==> src/rtl/gpr_wb_unit_if.sv <==
// Write-back request channel between the main control FSM and gpr_wb_unit.
// Carries valid/ready/done/err handshake plus all request operand fields.
interface gpr_wb_unit_if;
    logic        wb_valid;
    logic        wb_ready;
    logic        wb_done;
    logic        wb_err;
    logic [4:0]  rt;
    logic [4:0]  rd;
    logic [1:0]  reg_dst;
    logic [1:0]  wb_src;
    logic [1:0]  ld_size;
    logic        ld_unsigned;
    logic [1:0]  addr_lo;
    logic [31:0] alu_res;
    logic [31:0] alu_a;
    logic [31:0] alu_b;
    logic        ov_chk;
    logic        ov_sub;
    logic [31:0] mem_rdata;
    logic [31:0] pc_plus4;
    logic [15:0] imm16;

    modport master (
        output wb_valid, rt, rd, reg_dst, wb_src, ld_size, ld_unsigned,
        output addr_lo, alu_res, alu_a, alu_b, ov_chk, ov_sub,
        output mem_rdata, pc_plus4, imm16,
        input  wb_ready, wb_done, wb_err
    );

    modport slave (
        input  wb_valid, rt, rd, reg_dst, wb_src, ld_size, ld_unsigned,
        input  addr_lo, alu_res, alu_a, alu_b, ov_chk, ov_sub,
        input  mem_rdata, pc_plus4, imm16,
        output wb_ready, wb_done, wb_err
    );
endinterface

==> src/rtl/gpr_wb_unit.sv <==
// GPR write-back sequencer: IDLE -> WRITE -> DONE, one GPR write per accept.
// Ports: clk, reset, wb (request slave), RegWr/waddr/busW/OV to GPR, ov_cnt.
module gpr_wb_unit #(
    parameter int RA_REG   = 31,
    parameter int OV_CNT_W = 16
) (
    input  logic                clk,
    input  logic                reset,
    gpr_wb_unit_if.slave        wb,
    output logic                RegWr,
    output logic [4:0]          waddr,
    output logic [31:0]         busW,
    output logic                OV,
    output logic [OV_CNT_W-1:0] ov_cnt
);
    typedef enum logic [1:0] {
        IDLE  = 2'd0,
        WRITE = 2'd1,
        DONE  = 2'd2
    } state_t;

    localparam logic [4:0] RA = 5'(RA_REG);
    localparam logic [OV_CNT_W-1:0] CNT_ONE = {{(OV_CNT_W-1){1'b0}}, 1'b1};

    state_t state_q, state_d;

    logic        wen_q, ov_q, err_q;
    logic        accept;
    logic [4:0]  dst;
    logic [7:0]  lane_b;
    logic [15:0] lane_h;
    logic [31:0] ld_val;
    logic [31:0] src_val;
    logic [31:0] arith;
    logic        a_s, b_s, r_s;
    logic        ovf, ov_d, mis, wen_d;

    assign accept = (state_q == IDLE) && wb.wb_valid;

    always_comb begin
        unique case (wb.reg_dst)
            2'b01:   dst = wb.rd;
            2'b10:   dst = RA;
            default: dst = wb.rt;
        endcase
    end

    // Lane pick: byte lane n starts at bit 8n; halves split on addr_lo[1].
    assign lane_b = wb.mem_rdata[{wb.addr_lo, 3'b000} +: 8];
    assign lane_h = wb.addr_lo[1] ? wb.mem_rdata[31:16]
                                  : wb.mem_rdata[15:0];

    always_comb begin
        unique case (wb.ld_size)
            2'b01:   ld_val = {{16{~wb.ld_unsigned & lane_h[15]}}, lane_h};
            2'b10:   ld_val = {{24{~wb.ld_unsigned & lane_b[7]}}, lane_b};
            default: ld_val = wb.mem_rdata;
        endcase
    end

    always_comb begin
        mis = 1'b0;
        if (wb.wb_src == 2'b01) begin
            unique case (wb.ld_size)
                2'b01:   mis = wb.addr_lo[0];
                2'b10:   mis = 1'b0;
                default: mis = (wb.addr_lo != 2'b00);
            endcase
        end
    end

    always_comb begin
        unique case (wb.wb_src)
            2'b00:   src_val = wb.alu_res;
            2'b01:   src_val = ld_val;
            2'b10:   src_val = wb.pc_plus4;
            default: src_val = {wb.imm16, 16'h0000};
        endcase
    end

    // Overflow only possible when signs agree (add) or differ (sub).
    assign arith = wb.ov_sub ? (wb.alu_a - wb.alu_b) : (wb.alu_a + wb.alu_b);
    assign a_s   = wb.alu_a[31];
    assign b_s   = wb.alu_b[31];
    assign r_s   = arith[31];
    assign ovf   = wb.ov_sub ? ((a_s != b_s) && (r_s != a_s))
                             : ((a_s == b_s) && (r_s != a_s));
    assign ov_d  = wb.ov_chk && (wb.wb_src == 2'b00) && ovf;
    assign wen_d = !mis && (dst != 5'd0);

    always_ff @(posedge clk or posedge reset) begin
        if (reset) begin
            state_q <= IDLE;
        end else begin
            state_q <= state_d;
        end
    end

    always_comb begin
        state_d     = state_q;
        RegWr       = 1'b0;
        OV          = 1'b0;
        wb.wb_ready = 1'b0;
        wb.wb_done  = 1'b0;
        wb.wb_err   = 1'b0;
        unique case (state_q)
            IDLE: begin
                wb.wb_ready = 1'b1;
                if (wb.wb_valid) state_d = WRITE;
            end
            WRITE: begin
                RegWr   = wen_q;
                OV      = ov_q;
                state_d = DONE;
            end
            DONE: begin
                wb.wb_done = 1'b1;
                wb.wb_err  = err_q;
                state_d    = IDLE;
            end
            default: state_d = IDLE;
        endcase
    end

    // Results are computed at accept so ov_cnt already counts during WRITE.
    always_ff @(posedge clk or posedge reset) begin
        if (reset) begin
            waddr  <= '0;
            busW   <= '0;
            wen_q  <= 1'b0;
            ov_q   <= 1'b0;
            err_q  <= 1'b0;
            ov_cnt <= '0;
        end else if (accept) begin
            waddr <= dst;
            busW  <= src_val;
            wen_q <= wen_d;
            ov_q  <= ov_d;
            err_q <= mis;
            if (ov_d && (ov_cnt != '1)) ov_cnt <= ov_cnt + CNT_ONE;
        end
    end
endmodule

==> src/flat_wrapper.sv <==
// flat-port wrapper written by rule: the top's interface ports become plain ports
module gpr_wb_unit_flat 
#(
    parameter int RA_REG   = 31,
    parameter int OV_CNT_W = 16
)
  (clk, reset, RegWr, waddr, busW, OV, ov_cnt, wb_wb_valid, wb_rt, wb_rd, wb_reg_dst, wb_wb_src, wb_ld_size, wb_ld_unsigned, wb_addr_lo, wb_alu_res, wb_alu_a, wb_alu_b, wb_ov_chk, wb_ov_sub, wb_mem_rdata, wb_pc_plus4, wb_imm16, wb_wb_ready, wb_wb_done, wb_wb_err);
  gpr_wb_unit_if wb_i ();
  input  logic clk;
  input  logic reset;
  output logic RegWr;
  output logic [4:0] waddr;
  output logic [31:0] busW;
  output logic OV;
  output logic [OV_CNT_W-1:0] ov_cnt;
  input wire logic [$bits(wb_i.wb_valid)-1:0] wb_wb_valid;
  input wire logic [$bits(wb_i.rt)-1:0] wb_rt;
  input wire logic [$bits(wb_i.rd)-1:0] wb_rd;
  input wire logic [$bits(wb_i.reg_dst)-1:0] wb_reg_dst;
  input wire logic [$bits(wb_i.wb_src)-1:0] wb_wb_src;
  input wire logic [$bits(wb_i.ld_size)-1:0] wb_ld_size;
  input wire logic [$bits(wb_i.ld_unsigned)-1:0] wb_ld_unsigned;
  input wire logic [$bits(wb_i.addr_lo)-1:0] wb_addr_lo;
  input wire logic [$bits(wb_i.alu_res)-1:0] wb_alu_res;
  input wire logic [$bits(wb_i.alu_a)-1:0] wb_alu_a;
  input wire logic [$bits(wb_i.alu_b)-1:0] wb_alu_b;
  input wire logic [$bits(wb_i.ov_chk)-1:0] wb_ov_chk;
  input wire logic [$bits(wb_i.ov_sub)-1:0] wb_ov_sub;
  input wire logic [$bits(wb_i.mem_rdata)-1:0] wb_mem_rdata;
  input wire logic [$bits(wb_i.pc_plus4)-1:0] wb_pc_plus4;
  input wire logic [$bits(wb_i.imm16)-1:0] wb_imm16;
  output wire logic [$bits(wb_i.wb_ready)-1:0] wb_wb_ready;
  output wire logic [$bits(wb_i.wb_done)-1:0] wb_wb_done;
  output wire logic [$bits(wb_i.wb_err)-1:0] wb_wb_err;
  assign wb_i.wb_valid = wb_wb_valid;
  assign wb_i.rt = wb_rt;
  assign wb_i.rd = wb_rd;
  assign wb_i.reg_dst = wb_reg_dst;
  assign wb_i.wb_src = wb_wb_src;
  assign wb_i.ld_size = wb_ld_size;
  assign wb_i.ld_unsigned = wb_ld_unsigned;
  assign wb_i.addr_lo = wb_addr_lo;
  assign wb_i.alu_res = wb_alu_res;
  assign wb_i.alu_a = wb_alu_a;
  assign wb_i.alu_b = wb_alu_b;
  assign wb_i.ov_chk = wb_ov_chk;
  assign wb_i.ov_sub = wb_ov_sub;
  assign wb_i.mem_rdata = wb_mem_rdata;
  assign wb_i.pc_plus4 = wb_pc_plus4;
  assign wb_i.imm16 = wb_imm16;
  assign wb_wb_ready = wb_i.wb_ready;
  assign wb_wb_done = wb_i.wb_done;
  assign wb_wb_err = wb_i.wb_err;
  gpr_wb_unit #(.RA_REG(RA_REG), .OV_CNT_W(OV_CNT_W)) u_core (.clk(clk), .reset(reset), .wb(wb_i), .RegWr(RegWr), .waddr(waddr), .busW(busW), .OV(OV), .ov_cnt(ov_cnt));
endmodule
==> config.mk <==
export PLATFORM = sky130hd
export DESIGN_NAME = gpr_wb_unit_flat
export DESIGN_NICKNAME = d
export VERILOG_FILES = /design/src/rtl/gpr_wb_unit_if.sv /design/src/rtl/gpr_wb_unit.sv /design/src/flat_wrapper.sv
export SDC_FILE = /design/constraint.sdc
export NUM_CORES = 1
export LEC_CHECK = 0
export CORE_MARGIN = 5
export CORE_UTILIZATION = 35
export DETAILED_ROUTE_END_ITERATION = 12
export GPL_ROUTABILITY_DRIVEN = 0
export GPL_TIMING_DRIVEN = 0
export PLACE_DENSITY = 0.78
export SYNTH_ARGS = -nofsm -noshare
export SYNTH_HDL_FRONTEND = slang
export SYNTH_SLANG_ARGS = --single-unit
==> constraint.sdc <==
create_clock -name clk -period 5.1 [get_ports clk]
set_input_delay 0.51 -clock clk [delete_from_list [all_inputs] [get_ports clk]]
set_output_delay 0.51 -clock clk [all_outputs]
set_load 0.01 [all_outputs]
# Word level (Yosys, flattened, before mapping)
# Index checks and enable logic that the tools add are counted.
[totals] reg_bits=58 latchBits=0 ramBits=0 romBits=0 input_bits=200 out_inout_bits=58 elab_cells=55 n_memories=0
[op_classes] n_addsub=3 mul=0 n_div=0 magnitude_cmp=0 n_eq_ne=13 n_shift=1 n_mux=15 bitwise=3 reduce_logical=13
[ops] cell="$pmux W32 S3" n=1
[ops] cell="$pmux W32 S2" n=1
[ops] cell="$add A32 B32 Y32" n=1
[ops] cell="$mux W32" n=1
[ops] cell="$shiftx A32 B6 Y8" n=1
[ops] cell="$sub A32 B32 Y32" n=1
[ops] cell="$add A16 B1 Y16 const B" n=1
[ops] cell="$mux W16" n=1
[ops] cell="$ne A16 B16 Y1 const B" n=1
[ops] cell="$pmux W5 S2" n=1
[ops] cell="$eq A2 B1 Y1 const B" n=4
[ops] cell="$eq A2 B2 Y1 const B" n=4
[ops] cell="$logic_and A1 B1 Y1" n=7
[ops] cell="$mux W1" n=7
[ops] cell="$reduce_bool A5 Y1" n=1
[ops] cell="$logic_not A2 Y1" n=2
[ops] cell="$pmux W2 S2" n=1
[ops] cell="$and A1 B1 Y1" n=2
[ops] cell="$mux W2" n=1
[ops] cell="$ne A1 B1 Y1" n=2
[ops] cell="$ne A2 B2 Y1 const B" n=1
[ops] cell="$pmux W1 S2" n=1
[ops] cell="$reduce_and A2 Y1" n=1
[ops] cell="$reduce_bool A2 Y1" n=1
[ops] cell="3 further kinds" n=3

# Depth between registers and ports, before layout
[depth] depth_word=8 depth_mapped=17 depth_no_buf=16

# Worst setup path after synthesis
# Ideal clock, no wire load.
[synth_path] kind="in2reg" from="input wb_alu_b[13]" to="register u_core.ov_cnt[1]" t_arrival_ps=3758 required_ps=4975 path_slack_ps=1218 path_stages=14 cell_sequence="or4_4 > nor4_4 > and2_2 > a21oi_1 > xnor2_1 > ha_1 > a21oi_1 > o21ai_0 > a221oi_1 > o211ai_1 > a31oi_1 > mux2i_4 > buf_6 > mux2_2"
[synth_via] elab_chain_len=8 word_cells_on_any_way=10 cone_classes="2 x add/sub; 1 x eq/ne; 2 x mux; 5 x reduce/logical"
[synth_rtl] element="start, declared" line_no="flat_wrapper.sv:26" source="input wire logic [$bits(wb_i.alu_b)-1:0] wb_alu_b;"
[synth_rtl] element="$add A32 B32 Y32 / $sub A32 B32 Y32 (equally long branches)" line_no="gpr_wb_unit.sv:82" source="assign arith = wb.ov_sub ? (wb.alu_a - wb.alu_b) : (wb.alu_a + wb.alu_b);"
[synth_rtl] element="$mux W32 *" line_no="gpr_wb_unit.sv:82"
[synth_rtl] element="$ne A1 B1 Y1 *" line_no="gpr_wb_unit.sv:86, gpr_wb_unit.sv:87"
[synth_rtl] element="$logic_and A1 B1 Y1 (on tied branches)" line_no="gpr_wb_unit.sv:87, gpr_wb_unit.sv:86"
[synth_rtl] element="$mux W1 *" line_no="gpr_wb_unit.sv:86" source="assign ovf = wb.ov_sub ? ((a_s != b_s) && (r_s != a_s))"
[synth_rtl] element="$logic_and A1 B1 Y1 *" line_no="gpr_wb_unit.sv:88" source="assign ov_d = wb.ov_chk && (wb.wb_src == 2'b00) && ovf;"
[synth_rtl] element="$logic_and A1 B1 Y1 *" line_no="gpr_wb_unit.sv:140" source="if (ov_d && (ov_cnt != '1)) ov_cnt <= ov_cnt + CNT_ONE;"
[synth_rtl] element="$reduce_and A2 Y1 (no source line) *"
[synth_rtl] element="end signal, assigned" line_no="gpr_wb_unit.sv:140"
[synth_rtl] element="end, declared" line_no="gpr_wb_unit.sv:14" source="output logic [OV_CNT_W-1:0] ov_cnt"
# Every way passes the cells marked *; elsewhere a longest branch is shown, timed or not.
# A chain may end at the register's enable or synchronous reset.

# Worst setup path after layout
[layout_path] from="input wb_alu_b[19]" to="register u_core.ov_cnt[1]"
# Same word-level chain as after synthesis.

==> results.cfg <==
[run_status]
status = completed

[synthesis]
synth_edf_count = 0
postSynthCellCount = 645
ys.flop_type = dfrtp_1
yosys_warnings = 0
ys_async_sr_fraction_pct = 100
ys_types = 50
ys_seq_area_share_pct = 28.5
ys_seq_elements = 58
synth_nets = 881
synth_area_um2 = 5090
syn_avg_cell_area_um2 = 7.90

[worst_setup_path]
crit_chain = clkdlybuf4s50_1 > or4_1 > nor2_1 > and3_2 > a21oi_1 > xnor2_1 > ha_1 > a21o_1 > a21o_1 > a21oi_1 > o211ai_1 > a31oi_1 > mux2i_4 > buf_6 > mux2_2
cpMaxStageDelayCell = or4_1
cp_top_family = compound AO/OA/AOI/OAI gates
worstPathArrival_ns = 4.71
worstSetupStartpointType = primary input
critPathMaxStageDelay_ns = 0.63
cp-end-kind = register
crit_buf_inv = 2
cp_max_fo = 10
worstPathRequired_ns = 5.31
worstSetupPathType = in -> reg

[die]
die_x_um = 131
die_y_um = 131
start_util_pct = 35.3
dieArea_um2 = 17100
core_um2 = 14400
ios = 258
fp-row-count = 44

[detailed_routing]
ant_nets = 0
drcViolationCount = 0
vias = 5925
drt_iter0_markers = 285
drt_wl_total_um = 19600
wl_per_cell_um = 17.9
viasPerCell = 5.39
first_pass_iters = 5

[cts]
clockRootBuffer = clkbuf_16
tritoncts = yes
cts_buffer_depth = 2
cts.sink_count = 58
clk_latency_ns = 0.32
postCtsResizedCells = 0
clkTransAtPathRegs_ns = 0.05
htree_levels = 3
holdBufCountCts = 0
postCtsSetupRepairBufs = 0
cts_buffers = 9

[finish]
num-fill-cells = 1377
syn_to_final_growth_pct = 60.4
antenna_cells = 0
final_cells = 1099
nNetsFinal = 1146
drive_gt1_share_pct = 4.70

[sta]
skew_ns = 0.00670
rsz0062_at_grt = no
period_needed_ns = 4.49
hold_violations = 0
finalSetupViolations = 0
period_share_pct = 88.1
maxSlewViolCount = 0
worst_pin_slew_ns = 0.859
tns_ns = 0
max_freq_mhz = 222
max_slew_margin_pct = 42.7

[placed_design]
dp_hpwl_um = 16100
placed_cells = 1083
numPortBuffers = 253

[power]
leakage_nw = 3.46
power.density_nw_per_um2 = 243
peakVddDrop_uv = 126

[grt]
overflow = 0
grt_use_total_pct = 21.9
grt_pass1_vias = 5846
grt_first_pass_wirelength_um = 29500
antenna_found_initial = 0
grt_max_degree = 31

[job]
drv_cap = 0

[hold_path]
hp-class = reg -> reg
==> registers in the layout (all words and copies together) (netlist names) <==
name	count
u_core.busW	32
u_core.wen_q	1
u_core.ov_cnt	16
u_core.ov_q	1
u_core.err_q	1
u_core.state_q	2
u_core.waddr	5
==> metrics by stage <==
stage	hold slack, ns	power, mW	util, %	area [um2]	setup WS, ns
after floorplan	0.433	0.938	-	5090	1.22
after global placement	0.451	1.38	54.5	7860	0.275
after detailed placement	0.464	1.39	54.6	7880	0.266
after CTS	0.472	2.01	56.7	8170	0.602
after global routing	0.493	2.10	56.7	8170	0.359
final	0.468	1.99	56.7	8170	0.605
==> cells in the mapped netlist, drive strengths merged (3+ instances only) <==
master  number  area share [%]
nand3       15             1.5
xor2        10             1.7
clkbuf      33             2.5
a21o        18             2.7
and3         7            0.98
o32a         8             1.6
nor3        15             1.8
ha          36             8.8
or4          3            0.52
inv         34             2.5
nor4        11             1.6
nand4        5            0.61
nor2b        5            0.61
a221oi       8             1.4
and2         5            0.66
o21ai       61             6.0
mux2         9             2.0
a311oi      16             2.8
mux2i       18             3.8
nor2        67             4.9
buf          5            0.54
dfrtp       58              28
nand2       66             4.9
nand2b       3            0.37
a31oi        3            0.37
a21oi       71             7.0
xnor2       38             6.7
o22ai        7            0.86
==> final timing paths <==
| path | slack [ns] | end | depth (start not counted) | from |
|---|---|---|---|---|
| min in group asynchronous | 0.62 | u_core.ov_cnt[12] | 2 | reset |
| max in group asynchronous | 3.85 | u_core.busW[22] | 3 | reset |
| min | 0.47 | u_core.wen_q | 2 | u_core.wen_q |
| max reg2reg | 2.63 | u_core.ov_cnt[1] | 7 | u_core.ov_cnt[4] |
| max | 0.61 | u_core.ov_cnt[1] | 15 | wb_alu_b[19] |
| min reg2reg | 0.47 | u_core.wen_q | 2 | u_core.wen_q |
==> cell type report <==
cell class / count / area, um2 / area share [%]
timing repair buffer: 254 / 2550 / 31.2
tap: 184 / 230 / 2.82
clock inverter: 5 / 53.8 / 0.658
inverter: 34 / 128 / 1.56
sequential: 58 / 1450 / 17.8
buffer: 38 / 153 / 1.87
clock buffer: 11 / 243 / 2.97
multi-input combinational: 515 / 3360 / 41.1
==> layout by cell type (no fill, tap or decap), types with 9 or more instances in the layout <==
cell / Yosys / final
a21oi_1: 71 / 71
ha_1: 36 / 36
xnor2_1: 37 / 37
nor2_1: 67 / 67
o21ai_0: 60 / 60
mux2i_1: 17 / 17
nand2_1: 66 / 66
nand3_1: 15 / 15
clkbuf_16: 0 / 9
mux2_2: 9 / 9
nor4_1: 10 / 10
nor3_1: 12 / 12
xor2_1: 10 / 10
clkbuf_1: 32 / 33
a21o_1: 18 / 18
clkdlybuf4s50_1: 0 / 253
dfrtp_1: 58 / 58
inv_1: 34 / 33
a311oi_1: 16 / 16
==> worst register-to-register path, cell delays in order (launching register included) <==
cell,delay [ns]
dfrtp_1,0.45
nand4_1,0.24
nor4_1,0.52
nand2_1,0.14
and3_4,0.22
mux2i_4,0.25
buf_6,0.20
mux2_2,0.34
==> metal layers <==
layer	global-route usage, %	up-vias	wire (um)
met3	6.26	50	2020
met4	7.86	0	686
met1	26.5	2722	7770
met2	37.3	306	9170
li1	-	2847	-
met5	0	-	0
==> where the power goes <==
group / switching (mW) / internal (mW) / leakage, nW
combinational: 0.354 / 0.428 / 2.57
sequential: 0.0548 / 0.546 / 0.738
clock: 0.215 / 0.389 / 0.149
total: 0.624 / 1.36 / 3.46
==> cells by family after synthesis <==
kind of cell	count (synthesis)	synth area share (%)
AOI/OAI and AO/OA	199	23.8
buffers and inverters	72	5.50
adders and majority gates	36	8.84
xor gates and xnor gates	48	8.40
DFF	58	28.5
muxes	28	6.21
and+or+nand+nor	204	18.7
Note: power is estimated with default switching activity, not from simulation.
